===== src/rtl/serial_pkg.sv =====
// Shared definitions for the single-wire serial link (transmitter and receiver).
package serial_pkg;

   // Widest payload the parity helper covers; words are zero-extended to this.
   localparam int MAX_WORD_W = 64;

   typedef enum logic [2:0] {
      IDLE   = 3'd0,
      START  = 3'd1,
      DATA   = 3'd2,
      PARITY = 3'd3,
      STOP   = 3'd4
   } tx_state_t;

   localparam logic LINE_IDLE = 1'b1;
   localparam logic START_BIT = 1'b0;
   localparam logic STOP_BIT  = 1'b1;

   // Even-parity bit: 1 when the word holds an odd number of ones, so that
   // data plus parity always carries an even count. Zero-extension is harmless.
   function automatic logic even_parity(input logic [MAX_WORD_W-1:0] word);
      return ^word;
   endfunction

endpackage


===== src/rtl/serial_bit_timer.sv =====
// Bit-period timer: counts clocks within one serial bit and flags the last one.
module serial_bit_timer #(
   parameter int CLKS_PER_BIT = 4
) (
   input  logic clk,
   input  logic reset,
   input  logic restart,
   output logic bit_tick
);

   localparam int PCW = $clog2(CLKS_PER_BIT + 1);
   localparam logic [PCW-1:0] LAST_CLK = PCW'(CLKS_PER_BIT - 1);
   localparam logic [PCW-1:0] CNT_ONE  = PCW'(1'b1);
   localparam logic [PCW-1:0] CNT_ZERO = {PCW{1'b0}};

   logic [PCW-1:0] period_cnt_r;

   assign bit_tick = (period_cnt_r == LAST_CLK);

   // Period counter: wraps at every bit boundary, realigned when a frame is accepted.
   always_ff @(posedge clk) begin
      if (reset) begin
         period_cnt_r <= CNT_ZERO;
      end else if (restart || bit_tick) begin
         period_cnt_r <= CNT_ZERO;
      end else begin
         period_cnt_r <= period_cnt_r + CNT_ONE;
      end
   end

endmodule


===== src/rtl/serial_tx.sv =====
// Frame transmitter: start bit, data LSB first, optional even parity, stop bit.
module serial_tx
   import serial_pkg::*;
#(
   parameter int DATA_W       = 8,
   parameter int CLKS_PER_BIT = 4,
   parameter int PARITY_EN    = 0
) (
   input  logic              clk,
   input  logic              reset,
   input  logic [DATA_W-1:0] in_data,
   input  logic              in_valid,
   output logic              in_ready,
   output logic              tx,
   output logic              busy,
   output logic              done
);

   localparam int BCW = $clog2(DATA_W + 1);
   localparam logic [BCW-1:0] LAST_BIT = BCW'(DATA_W - 1);
   localparam logic [BCW-1:0] BIT_ONE  = BCW'(1'b1);
   localparam logic [BCW-1:0] BIT_ZERO = {BCW{1'b0}};

   tx_state_t         state_r, state_next_s;
   logic [DATA_W-1:0] shift_r, shift_next_s;
   logic [BCW-1:0]    bit_cnt_r, bit_cnt_next_s;
   logic              parity_r, parity_next_s;
   logic              tx_r, tx_next_s;
   logic              bit_tick_s;
   logic              restart_s;
   logic              accept_s;

   serial_bit_timer #(
      .CLKS_PER_BIT(CLKS_PER_BIT)
   ) u_bit_timer (
      .clk     (clk),
      .reset   (reset),
      .restart (restart_s),
      .bit_tick(bit_tick_s)
   );

   // Status decodes of registered state; the last STOP cycle opens the input
   // so the next frame can follow without an idle-high gap.
   assign busy     = (state_r != IDLE);
   assign done     = (state_r == STOP) && bit_tick_s;
   assign in_ready = !busy || done;
   assign accept_s = in_valid && in_ready;
   assign tx       = tx_r;

   // Next-state logic: frame sequencing, word capture and shifting.
   always_comb begin
      state_next_s   = state_r;
      shift_next_s   = shift_r;
      bit_cnt_next_s = bit_cnt_r;
      parity_next_s  = parity_r;
      restart_s      = 1'b0;
      case (state_r)
         IDLE: begin
            if (accept_s) begin
               state_next_s   = START;
               shift_next_s   = in_data;
               parity_next_s  = even_parity(MAX_WORD_W'(in_data));
               bit_cnt_next_s = BIT_ZERO;
               restart_s      = 1'b1;
            end else begin
               state_next_s = IDLE;
            end
         end
         START: begin
            if (bit_tick_s) begin
               state_next_s   = DATA;
               bit_cnt_next_s = BIT_ZERO;
            end else begin
               state_next_s = START;
            end
         end
         DATA: begin
            if (bit_tick_s) begin
               shift_next_s = shift_r >> 1'b1;
               if (bit_cnt_r == LAST_BIT) begin
                  state_next_s   = (PARITY_EN != 0) ? PARITY : STOP;
                  bit_cnt_next_s = BIT_ZERO;
               end else begin
                  bit_cnt_next_s = bit_cnt_r + BIT_ONE;
               end
            end else begin
               state_next_s = DATA;
            end
         end
         PARITY: begin
            if (bit_tick_s) begin
               state_next_s = STOP;
            end else begin
               state_next_s = PARITY;
            end
         end
         STOP: begin
            if (bit_tick_s) begin
               if (accept_s) begin
                  state_next_s   = START;
                  shift_next_s   = in_data;
                  parity_next_s  = even_parity(MAX_WORD_W'(in_data));
                  bit_cnt_next_s = BIT_ZERO;
                  restart_s      = 1'b1;
               end else begin
                  state_next_s = IDLE;
               end
            end else begin
               state_next_s = STOP;
            end
         end
         default: begin
            state_next_s = IDLE;
         end
      endcase
   end

   // Line value for the upcoming cycle, registered so tx is glitch-free.
   always_comb begin
      tx_next_s = LINE_IDLE;
      case (state_next_s)
         IDLE:    tx_next_s = LINE_IDLE;
         START:   tx_next_s = START_BIT;
         DATA:    tx_next_s = shift_next_s[0];
         PARITY:  tx_next_s = parity_next_s;
         STOP:    tx_next_s = STOP_BIT;
         default: tx_next_s = LINE_IDLE;
      endcase
   end

   // State, datapath and output registers; reset discards any frame in flight.
   always_ff @(posedge clk) begin
      if (reset) begin
         state_r   <= IDLE;
         shift_r   <= {DATA_W{1'b0}};
         bit_cnt_r <= BIT_ZERO;
         parity_r  <= 1'b0;
         tx_r      <= LINE_IDLE;
      end else begin
         state_r   <= state_next_s;
         shift_r   <= shift_next_s;
         bit_cnt_r <= bit_cnt_next_s;
         parity_r  <= parity_next_s;
         tx_r      <= tx_next_s;
      end
   end

endmodule


===== config.mk =====
export PLATFORM = sky130hd
export DESIGN_NAME = serial_tx
export DESIGN_NICKNAME = d
export VERILOG_FILES = /design/src/rtl/serial_pkg.sv /design/src/rtl/serial_bit_timer.sv /design/src/rtl/serial_tx.sv
export SDC_FILE = /design/constraint.sdc
export NUM_CORES = 1
export LEC_CHECK = 0
export CELL_PAD_IN_SITES_DETAIL_PLACEMENT = 1
export CELL_PAD_IN_SITES_GLOBAL_PLACEMENT = 1
export CORE_UTILIZATION = 32
export CTS_CLUSTER_DIAMETER = 120
export CTS_CLUSTER_SIZE = 16
export DETAILED_ROUTE_END_ITERATION = 8
export PLACE_DENSITY = 0.65
export SETUP_SLACK_MARGIN = 0.15
export SYNTH_ARGS = -nofsm -noshare
export SYNTH_HDL_FRONTEND = slang
export SYNTH_SLANG_ARGS = --single-unit

===== constraint.sdc =====
create_clock -name clk -period 2.5 [get_ports clk]
set_input_delay 0.75 -clock clk [delete_from_list [all_inputs] [get_ports clk]]
set_output_delay 0.75 -clock clk [all_outputs]
set_load 0.05 [all_outputs]

# Word level (Yosys, flattened, before mapping)
# Cells that the tools add are included.
# word_totals
ff_bits	20
latchBits	0
ramBits	0
romBits	0
inputBits	11
out_inout_bits	4
elab_cells	58
mem_count	0
# classes
n_addsub	2
multipliers	0
n_div	0
n_lt_le_gt_ge	0
eq_ne	12
shift	0
muxes	24
bitwise	0
n_reduce_logical	13
# op_table
op	count
64-bit XOR reduction	1
8-bit two-way mux	3
8-bit case mux with 3 select lines	1
4-bit two-way mux	5
4-bit case mux with 4 select lines	1
3-bit by 2-bit equality test with 1-bit output (second input constant)	5
3-bit case mux with 5 select lines	1
3-bit two-way mux	4
3-bit by 1-bit equality test with 1-bit output (second input constant)	2
2-bit != test (second input constant)	3
3-bit nonzero test	2
1-bit two-way mux	5
4-bit by 1-bit adder with 4-bit output (second input constant)	1
4-bit by 3-bit equality test with 1-bit output (second input constant)	1
1-bit case mux with 2 select lines	2
4-bit AND reduction	1
4-bit nonzero test	1
3-bit by 1-bit adder with 3-bit output (second input constant)	1
3-bit equality test (second input constant)	1
3-bit zero test	1
1-bit case mux with 3 select lines	1
3-bit AND reduction	1
1-bit logical AND	2
1-bit logical OR	2
3 further kinds	3

# Longest topological paths before layout
# depth
word_depth	9
mapped_depth	9

# Cells and area by module
# Synthesis repeated with hierarchy kept, for this count alone.
# unflattened
hier_cells	132
area_unflattened_um2	1134.8
# by_module_without_submodules
module	n_inst	cells_per_inst	area_per_inst_um2
serial_tx	1	123	1018.5
serial_bit_timer	1	9	116.4

# Worst setup path after synthesis
# Ideal clock, no wire load.
# synth_path
path_type	register to output
start	register u_bit_timer.period_cnt_r[0]
end	output port in_ready
arrival_time_ns	2.055
t_required_ns	1.750
setup_slack_ns	-0.305
stages_incl_launch_ff	6
path_cell_list	dfxtp_1 ha_1 ha_1 clkbuf_1 nor2b_1 nor3_1
# synth_via
elab_chain_cells	3
# synth_lines
item	line_no	source
start: declaration	serial_bit_timer.sv:16	logic [PCW-1:0] period_cnt_r;
start signal: assignment	serial_bit_timer.sv:27	period_cnt_r <= period_cnt_r + CNT_ONE;
3-bit by 2-bit equality test with 1-bit output	serial_bit_timer.sv:18	assign bit_tick = (period_cnt_r == LAST_CLK);
1-bit logical AND	serial_tx.sv:45	assign done = (state_r == STOP) && bit_tick_s;
1-bit logical OR	serial_tx.sv:46	assign in_ready = !busy || done;
end: declaration	serial_tx.sv:13	output logic in_ready,
# Every way passes these cells.

# Final worst setup path
# Same ends and word-level chain as after synthesis.

==> reports/qor.csv <==
stage,metric,value,unit
synthesis,Mapped Avg Cell Area,8.09,um2
worst_setup_path,CP Cell Sequence,ha_1 -> ha_4 -> nor2b_4 -> nor3_4 -> buf_12,
cells_and_area,"commonest non-fill, non-tap cell in the layout",dfxtp_1,
cells_and_area,Nets,172,
clocking,"Hold-fix buffers, CTS",0,
global_routing,initial antenna violation count,0,
timing,Worst Tran Pin Value,0.493,ns
run_status,status,"complete, no violations",
detailed_routing,ANT nets after route,0,
pwr,net switching power,197,uW
die,I/O Pins,15,
placement,placed cells,199,
global_routing,grt met1 use,21.3,%
synthesis,synthesized cell area,0.00115,mm2
timing,endpoints failing setup,0,
placement,Placer Congestion,0.815,
detailed_routing,Remaining DRCs,0,
global_routing,M3 GR Usage,2.48,%
global_routing,vias in the first global route,1026,
clocking,CTS Buffer Depth,2,
detailed_routing,drt pass-1 iters,4,
pwr,Seq pwr share,53.0,%
die,DIE HEIGHT,61.9,um
worst_setup_path,Startpoint Class,register,
timing,RSZ-0062 raised after global routing,no,
global_routing,busiest grt layer,met2,
detailed_routing,routed vias/inst,5.25,
global_routing,pin count of the biggest net entering global routing,15,
placement,Port Buf Inserts,14,
timing,crit path time final,2.20,ns
global_routing,Global Route Usage Sum,16.9,%
clocking,CTS tree,built,
synthesis,"flops & latches, synth",20,
detailed_routing,final wirelength,2820,um
synthesis,Cells after Synth,142,
timing,clk_skew,0.00584,ns
timing,final hold violations,0,
pwr,Clk pwr share,22.8,%
die,row cnt,21,
clocking,CTS Buf Count,3,
cells_and_area,"leading cell types in the layout, fill and taps excluded","dfxtp_1 (19), a21oi_1 (15), inv_1 (11), nor2_1 (11), clkdlybuf4s50_1 (11)",
synthesis,main combinational cell family by area after synthesis,simple AND/OR/NAND/NOR gates,
synthesis,post-synthesis compound-gate area fraction,20.5,%
worst_setup_path,Setup crit end kind,primary output,
detailed_routing,Iter 0 DRT Violations,45,
cells_and_area,Fillers,407,
synthesis,Syn Nets,156,
synthesis,Post-Synth Adder-Cell Area,3.27,%
synthesis,Cell variety after synth,37,
timing,"Period Utilization, post-route",88.2,%
worst_setup_path,Buf/Inv on CP,1,
die,Die W,61.9,um
die,DIE AREA,0.00383,mm2
cells_and_area,Post-Layout Cell Count,202,
hold_path,min-delay worst type,register to register,
timing,"Slew Viols, Final",0,
timing,f_max,454,MHz
synthesis,Synth Area in XOR/XNOR,5.34,%
die,Initial Util,33.9,%
detailed_routing,Wirelength per Cell,14.0,um
global_routing,GRT Residual Overflow,0,
worst_setup_path,critical path peak fanout,10,
clocking,Post-CTS Setup Inserts,0,
die,core area,0.00339,mm2
synthesis,mux contribution to synthesized area,0,%
cells_and_area,share of layout cells above drive strength 1,14.7,%
flow_run,MaxCap Viol Count,0,
worst_setup_path,Worst EP required,1.75,ns
detailed_routing,total number of vias,1060,
synthesis,Post-Synth Simple-Gate Area,27.7,%
worst_setup_path,WS Path Type,register to primary output,
timing,post-route setup TNS,0,ns
global_routing,first-pass GRT wire length,4730,um
clocking,Clock transition at path regs,0.11,ns
cells_and_area,# diodes,0,
clocking,Max H-tree Level,1,
synthesis,Yosys warning total,0,
global_routing,met2 Resource Use GR,29.5,%
clocking,clk sinks,20,
placement,HPWL after DPL,2120,um
pwr,Leakage,0.515,nW
worst_setup_path,dominant delay contributor by cell family on the critical path,adder cells,
synthesis,register area share after synthesis,34.9,%
timing,Relative slew margins,67.0,%
pwr,pwr dens,470,mW/mm2
cells_and_area,Area Growth Syn to Fin,24.1,%
worst_setup_path,slowest cell on the critical path,dfxtp_1,
worst_setup_path,Worst EP arrival,1.45,ns
pwr,VDD IR max,0.199,mV
pwr,Sw Share,29.4,%
clocking,Clock Latency Late Sink,0.29,ns
pwr,combinational power share,24.2,%
worst_setup_path,Crit path largest cell delay,0.33,ns
clocking,root buf cell,clkbuf_4,
pwr,Int Power,473,uW
-- state kept, by name (all words and copies together) (netlist names) --
register                  cells
bit_cnt_r                     4
parity_r                      1
tx                            1
state_r                       3
u_bit_timer.period_cnt_r      3
shift_r                       8
-- cells in the mapped netlist, drive strengths merged --
| master | n | share of area, % |
|---|---|---|
| nand3 | 2 | 0.87 |
| nand3b | 1 | 0.65 |
| dfxtp | 20 | 35 |
| a31oi | 7 | 3.8 |
| or3 | 2 | 1.1 |
| buf | 6 | 3.5 |
| a211o | 1 | 0.76 |
| inv | 12 | 3.9 |
| nor3 | 6 | 3.6 |
| a21oi | 15 | 6.5 |
| and4bb | 1 | 1.1 |
| nand4 | 1 | 0.55 |
| nor4b | 1 | 2.1 |
| or4 | 1 | 0.65 |
| nand4b | 1 | 0.76 |
| a211oi | 3 | 2.0 |
| nor2b | 4 | 2.2 |
| and3 | 3 | 1.6 |
| nand2b | 1 | 0.55 |
| a221o | 1 | 0.87 |
| nor3b | 2 | 2.2 |
| nor2 | 12 | 4.1 |
| o211ai | 1 | 0.65 |
| o21ai | 6 | 2.6 |
| clkbuf | 3 | 0.98 |
| ha | 3 | 3.3 |
| nand4bb | 1 | 0.98 |
| nand2 | 10 | 3.3 |
| o22ai | 6 | 3.3 |
| or2b | 1 | 0.65 |
| xnor2 | 7 | 5.3 |
| and3b | 1 | 0.76 |
-- cell families after synthesis --
kind of cell | Yosys count
AOI/OAI and AO/OA | 40
xor gates and xnor gates | 7
adders and majority gates | 3
buffers and inverters | 21
DFF | 20
and+or+nand+nor | 51
-- worst reg2reg max path, delay by kind of cell, from the launching register on --
kind                   cells  cell delay [ns]
buffers and inverters      1             0.19
DFF                        1             0.65
and+or+nand+nor            3             1.00
AOI/OAI and AO/OA          1             0.14
-- power groups by stage --
stage          combinational [mW]  sequential (mW)  clock, mW
2_1_floorplan               0.102            0.361          0
3_3_place_gp                0.155            0.362          0
3_5_place_dp                0.162            0.363          0
4_1_cts                     0.163            0.356      0.159
5_1_grt                     0.179            0.358      0.180
6_report                    0.162            0.356      0.153
-- cell type report --
cell class	count	area, um2	area share, %
Clock buffer	3	22.5	1.58
Inverter	12	45.0	3.16
Multi-Input combinational cell	101	683	47.9
Sequential cell	20	402	28.2
Tap cell	46	57.6	4.04
Timing Repair Buffer	20	215	15.1
-- worst paths after layout --
path                               startpoint                           to  slack, ns  depth (start not counted)
setup / recovery  u_bit_timer.period_cnt_r[0]                     in_ready       0.30                          5
setup reg to reg                   state_r[1]                 bit_cnt_r[3]       0.46                          5
hold reg to reg   u_bit_timer.period_cnt_r[0]  u_bit_timer.period_cnt_r[0]       0.43                          1
hold / removal    u_bit_timer.period_cnt_r[0]  u_bit_timer.period_cnt_r[0]       0.43                          1
-- per-layer routing --
metal	share of wire (%)	vias up
met3	1.9	2
li1	-	531
met2	50	14
met1	47	513
met5	0	-
met4	0.82	0
-- per-stage QoR --
step                      utilization, %  setup WS [ns]  cell area (um2)  hold slack (ns)  power (mW)
after global routing                42.0          0.190             1430            0.466       0.717
after floorplan                        -          0.303             1160            0.399       0.463
after detailed placement            40.8          0.136             1380            0.418       0.525
final                               42.0          0.296             1430            0.431       0.670
after global placement              40.8          0.179             1380            0.408       0.517
after CTS                           41.6          0.197             1410            0.435       0.677
-- repair_timing --
action,in CTS,in global routing
setup endpoints to repair,1,1
gates cloned,0,0
resized for setup,2,3
Power figures use the tool's default switching activity.
